File: src/rtl/wishbone_arbiter.sv
// wishbone_arbiter
// Two-master / one-slave Wishbone arbiter. Whole bus tenures (delimited by
// cyc) are granted in round-robin order; a granted tenure cannot be
// preempted. A watchdog turns a strobe that the slave leaves unanswered for
// TIMEOUT_CYCLES cycles into a one-cycle err to the owning master.
//
// Ports
//   clk_i, rst_ni             clock, async active-low reset
//   m0_* / m1_*               master ports (cyc/stb/we/adr/dat/sel in,
//                             dat/ack/err/rty out); m0 = ifetch, m1 = data
//   s_*                       slave port toward the block-RAM
// Parameter
//   TIMEOUT_CYCLES            0 disables the watchdog, valid range 0..255
module wishbone_arbiter #(
    parameter int unsigned TIMEOUT_CYCLES = 255
) (
    input  logic        clk_i,
    input  logic        rst_ni,

    input  logic        m0_cyc_i,
    input  logic        m0_stb_i,
    input  logic        m0_we_i,
    input  logic [31:0] m0_adr_i,
    input  logic [31:0] m0_dat_i,
    input  logic [3:0]  m0_sel_i,
    output logic [31:0] m0_dat_o,
    output logic        m0_ack_o,
    output logic        m0_err_o,
    output logic        m0_rty_o,

    input  logic        m1_cyc_i,
    input  logic        m1_stb_i,
    input  logic        m1_we_i,
    input  logic [31:0] m1_adr_i,
    input  logic [31:0] m1_dat_i,
    input  logic [3:0]  m1_sel_i,
    output logic [31:0] m1_dat_o,
    output logic        m1_ack_o,
    output logic        m1_err_o,
    output logic        m1_rty_o,

    output logic        s_cyc_o,
    output logic        s_stb_o,
    output logic        s_we_o,
    output logic [31:0] s_adr_o,
    output logic [31:0] s_dat_o,
    output logic [3:0]  s_sel_o,
    input  logic [31:0] s_dat_i,
    input  logic        s_ack_i,
    input  logic        s_err_i,
    input  logic        s_rty_i
);

    typedef enum logic [1:0] {IDLE, GRANT0, GRANT1} state_e;

    localparam logic       WD_EN    = (TIMEOUT_CYCLES != 0);
    // Count value at which the next unanswered strobe cycle times out.
    localparam logic [7:0] CNT_LAST = WD_EN ? 8'(TIMEOUT_CYCLES - 1) : 8'd0;

    state_e      state_q, state_d;
    logic        last_q, last_d;     // most recently granted master
    logic [7:0]  cnt_q, cnt_d;

    logic        granted, own1;
    logic        g_cyc, g_stb, g_we;
    logic [31:0] g_adr, g_dat;
    logic [3:0]  g_sel;
    logic        resp, unans, timeout;

    always_ff @(posedge clk_i or negedge rst_ni) begin
        if (!rst_ni) begin
            state_q <= IDLE;
            last_q  <= 1'b1;         // master 0 wins the first contention
            cnt_q   <= 8'd0;
        end else begin
            state_q <= state_d;
            last_q  <= last_d;
            cnt_q   <= cnt_d;
        end
    end

    always_comb begin
        granted = (state_q != IDLE);
        own1    = (state_q == GRANT1);

        g_cyc = own1 ? m1_cyc_i : m0_cyc_i;
        g_stb = own1 ? m1_stb_i : m0_stb_i;
        g_we  = own1 ? m1_we_i  : m0_we_i;
        g_adr = own1 ? m1_adr_i : m0_adr_i;
        g_dat = own1 ? m1_dat_i : m0_dat_i;
        g_sel = own1 ? m1_sel_i : m0_sel_i;

        resp    = s_ack_i | s_err_i | s_rty_i;
        unans   = granted & g_cyc & g_stb & ~resp;
        // A slave response in the timeout cycle wins: unans is already low.
        timeout = WD_EN & unans & (cnt_q == CNT_LAST);

        s_cyc_o  = 1'b0;
        s_stb_o  = 1'b0;
        s_we_o   = 1'b0;
        s_adr_o  = '0;
        s_dat_o  = '0;
        s_sel_o  = '0;
        m0_dat_o = '0;
        m0_ack_o = 1'b0;
        m0_err_o = 1'b0;
        m0_rty_o = 1'b0;
        m1_dat_o = '0;
        m1_ack_o = 1'b0;
        m1_err_o = 1'b0;
        m1_rty_o = 1'b0;

        if (granted) begin
            s_cyc_o = g_cyc;
            // Strobe is withdrawn in the timeout cycle so the slave sees the
            // access abandoned at the same time the master sees err.
            s_stb_o = g_cyc & g_stb & ~timeout;
            s_we_o  = g_we;
            s_adr_o = g_adr;
            s_dat_o = g_dat;
            s_sel_o = g_sel;
            if (own1) begin
                m1_dat_o = s_dat_i;
                m1_ack_o = s_ack_i;
                m1_err_o = s_err_i | timeout;
                m1_rty_o = s_rty_i;
            end else begin
                m0_dat_o = s_dat_i;
                m0_ack_o = s_ack_i;
                m0_err_o = s_err_i | timeout;
                m0_rty_o = s_rty_i;
            end
        end

        state_d = state_q;
        last_d  = last_q;
        cnt_d   = cnt_q;

        unique case (state_q)
            IDLE: begin
                cnt_d = 8'd0;
                // On contention the master that was not served last wins.
                if (m0_cyc_i && (!m1_cyc_i || last_q)) begin
                    state_d = GRANT0;
                    last_d  = 1'b0;
                end else if (m1_cyc_i) begin
                    state_d = GRANT1;
                    last_d  = 1'b1;
                end
            end
            GRANT0, GRANT1: begin
                if (!g_cyc) state_d = IDLE;
                cnt_d = (WD_EN && unans && !timeout) ? cnt_q + 8'd1 : 8'd0;
            end
            default: begin
                state_d = IDLE;
                cnt_d   = 8'd0;
            end
        endcase
    end

endmodule

File: config.mk
export PLATFORM = sky130hd
export DESIGN_NAME = wishbone_arbiter
export DESIGN_NICKNAME = d
export VERILOG_FILES = /design/src/rtl/wishbone_arbiter.sv
export SDC_FILE = /design/constraint.sdc
export NUM_CORES = 1
export LEC_CHECK = 0
export CAP_MARGIN = 40
export CORE_AREA = 2 2 125 127
export DETAILED_ROUTE_END_ITERATION = 12
export DIE_AREA = 0 0 127 129
export PLACE_DENSITY_LB_ADDON = 0.3
export SLEW_MARGIN = 40
export SYNTH_ARGS = -nofsm -noshare
export SYNTH_HDL_FRONTEND = slang
export SYNTH_SLANG_ARGS = --single-unit
export TNS_END_PERCENT = 30
File: constraint.sdc
create_clock -name clk_i -period 2.26 [get_ports clk_i]
set_input_delay 0.452 -clock clk_i [delete_from_list [all_inputs] [get_ports clk_i]]
set_output_delay 0.452 -clock clk_i [all_outputs]
set_load 0.005 [all_outputs]
==> impl_summary.log <==
INFO  metric detailedRoute.firstIterationViolations = 83
INFO  metric critical_path_class = reg2out
INFO  metric final_cell_area = 5970 µm²
INFO  metric synth_fa_ha_area_share = 2.26%
INFO  metric period_utilization_post_route = 107%
INFO  metric ff_latch_area = 277 µm²
INFO  metric synth_area = 2210 µm²
INFO  metric dp.final_hpwl = 11200 µm
INFO  metric drive_gt1_share = 16.3%
INFO  metric clk_root_buffer_cell = sky130_fd_sc_hd__clkbuf_16
INFO  metric path_max_fanout = 15
INFO  metric pre_cts_slack = -0.485 ns
INFO  metric core_area = 15000 µm²
INFO  metric r2r-start = state_q[1]$_DFFE_PN0P_
INFO  metric synth-seq-area-share = 12.5%
INFO  metric route.vias.total = 3597
INFO  metric routedWlPerCell = 15.4 µm
INFO  metric antenna_cells = 0
INFO  metric combinational_family_with_the_most_area_after_synthesis = simple AND/OR/NAND/NOR gates
INFO  metric synth_edf_count = 0
INFO  metric clock_sink_count = 11
INFO  metric detail_route.wirelength = 13000 µm
INFO  metric finish.net_count = 841
INFO  metric first_global_vias = 3594
INFO  metric port_buffers = 319
INFO  metric global_route_total_usage_across_every_layer = 14.6%
INFO  metric startpoint = state_q[1]$_DFFE_PN0P_
INFO  metric final-instance-count-excl-fill = 845
INFO  metric post_cts_hold_buffer_count = 0
INFO  metric powerDensity = 710 nW/µm²
INFO  metric hold_viol_final = 0
INFO  metric drt.antenna.violating_nets = 0
INFO  metric die_area = 16400 µm²
INFO  metric nFillCells = 1533
INFO  metric worst_path_largest_cell_delay = 0.50 ns
INFO  metric starting_density = 14.8%
INFO  metric critical_path.slowest_cell = sky130_fd_sc_hd__clkdlybuf4s50_1
INFO  metric grt_use_met2 = 28.8%
INFO  metric finalMaxSlewViolations = 0
INFO  metric drt_first_pass_iters = 4
INFO  metric place_inst = 824
INFO  metric critical-path-top-delay-family = buffers and inverters
INFO  metric worstHoldPathType = reg2reg
INFO  metric die_w = 127 µm
INFO  metric clock_path_buffers = 2
INFO  metric grtUsageMet3 = 4.03%
INFO  metric area_of_combinational_cells_with_multiple_inputs = 1860 µm²
INFO  metric io_pins = 320
INFO  metric synth_area_per_cell = 7.18 µm²
INFO  metric endpoint_kind = output port
INFO  metric hold_path.startpoint = cnt_q[1]$_DFF_PN0_
INFO  metric synthDistinctLibCells = 40
INFO  metric groute.layer.met1.usage = 15.6%
INFO  metric commonest_cells_after_routing_fill_and_taps_aside = sky130_fd_sc_hd__clkdlybuf4s50_1, sky130_fd_sc_hd__nor2_1, sky130_fd_sc_hd__mux2i_1
INFO  metric synthToLayoutAreaGrowth = 170%
INFO  metric synth-simple-area-share = 39.4%
INFO  metric std_cell_rows = 45
INFO  metric routed_via_density = 4.26
INFO  metric cp_cell_sequence = inv_1 -> ha_4 -> and2b_4 -> buf_6 -> and2_1 -> clkdlybuf4s50_1
INFO  metric clk_pin_slew = 0.04 ns
INFO  metric mostFrequentLayoutCell = sky130_fd_sc_hd__clkdlybuf4s50_1
INFO  metric ir_worst_vdd = 0.274 mV
INFO  metric post_syn_instances = 308
INFO  metric muxShareOfSynthArea = 32.2%
INFO  metric finalClockSkew = 0.00445 ns
INFO  metric fraction_of_synthesis_flops_using_an_asynchronous_set_or_reset_pin = 100%
INFO  metric globalRouteOverflowTotal = 0
INFO  metric main_flop_type_after_synthesis = sky130_fd_sc_hd__dfrtp_1
INFO  metric slew_headroom = 64.8%
INFO  metric synth_compound_area_share = 7.36%
INFO  metric clock_tree.htree_level_count = 1
INFO  metric mappedNetlistNets = 491
INFO  metric final_core_util = 39.8%
INFO  metric crit_buf_inv = 3
INFO  metric grt_setup_unrepaired = yes
INFO  metric final_period_minus_worst_setup_slack = 2.41 ns
INFO  metric p_total = 4.24 mW
INFO  metric global_route_layer_with_the_greatest_usage = met2
INFO  metric clock_latency = 0.24 ns
INFO  metric count_of_unresolved_drc_violations_after_routing = 0
INFO  metric cell_area_after_placement = 5830 µm²
INFO  metric antenna_found_initial = 0
INFO  metric cts_tree = yes
INFO  metric setup_viol_count_final = 24
INFO  metric cp_data_required_time = 1.81 ns
INFO  metric dieHeight = 129 µm
INFO  metric failing_checks = negative setup slack
INFO  metric max_freq = 0.415 GHz
INFO  metric grt_max_degree = 51
INFO  metric synth-xor-area-share = 0.792%
INFO  metric ys_warn_count = 0
INFO  metric critical_path_arrival = 1.96 ns
INFO  metric outcome = complete, but fails checks
INFO  metric max_slew.worst_pin.slew = 0.527 ns
INFO  metric total_leakage_power = 2.71 nW
INFO  metric worst_slack = -0.148 ns
INFO  metric ys_ff_latch = 11
INFO  metric timing.critical_path.from_type = flip-flop
INFO  metric max_cap_violations = 0
INFO  metric gp_congestion = 0.858
INFO  metric cts_made_buffers = 3
INFO  metric grt_pass1_wl = 19000 µm
[worst min-delay path: stages (launching register included)]
cell	delay (ns)
sky130_fd_sc_hd__dfrtp_1	0.34
sky130_fd_sc_hd__ha_1	0.12
sky130_fd_sc_hd__nor3_1	0.04
[layer usage]
metal | up-vias | share of wire [%]
met5 | - | 0
met4 | 0 | 1.1
met3 | 13 | 10
met2 | 222 | 54
met1 | 1622 | 34
li1 | 1740 | -
[cell families after synthesis]
group           Yosys count
buf+inv                  29
xor+xnor                  2
simple gates            169
fa+ha+maj                 4
mux                      71
flops                    11
compound gates           22
[area by class of cell]
cell class	instances	share of cell area, %
Timing Repair Buffer	368	58.5
Clock buffer	4	1.32
Multi-Input combinational cell	268	31.3
Sequential cell	11	4.64
Tap cell	188	3.94
Inverter	6	0.378
[worst paths after layout]
check                                           to  slack, ns  cells after the start
worst max register to register  cnt_q[7]$_DFF_PN0_       0.41                      7
worst max-delay path                  m1_dat_o[31]      -0.15                      6
worst min-delay path            cnt_q[1]$_DFF_PN0_       0.54                      2
worst min register to register  cnt_q[1]$_DFF_PN0_       0.54                      2
min in group asynchronous       cnt_q[6]$_DFF_PN0_       0.56                      1
max in group asynchronous       last_q$_DFFE_PN1P_       1.33                      1
[timing repair]
item | 4_1_cts | 5_1_grt
pin swaps | 0 | 1
setup endpoints to repair | 110 | 96
cloned | 2 | 1
gates resized for setup | 106 | 100
buffers inserted | 6 | 8
[flip-flops by register name (all words and copies together), names as in the netlist]
register  count
state_q       2
last_q        1
cnt_q         8
[per-stage QoR]
stage          setup TNS, ns  hold slack (ns)
6_report               -2.69            0.539
3_5_place_dp           -2.34            0.537
2_1_floorplan              0            0.156
3_3_place_gp           -1.60            0.527
5_1_grt                -4.89            0.560
4_1_cts                -5.67            0.542
[synthesized netlist by cell type, drive strengths merged, types with 5 or more instances]
cell	n	area share (%)
mux2i	70	32
and2	68	19
dfrtp	10	11
inv	6	1.0
clkbuf	13	2.2
buf	10	2.3
a21oi	6	1.4
nor2	73	12
nand2	5	0.96
nand3	6	1.4
nor3	6	1.4
[where the power goes]
part           internal (mW)  switching, mW
Sequential             0.230         0.0208
Clock                  0.237         0.0896
Combinational           2.11           1.55
Total                   2.58           1.66
Note: power is estimated with default switching activity, not from simulation.
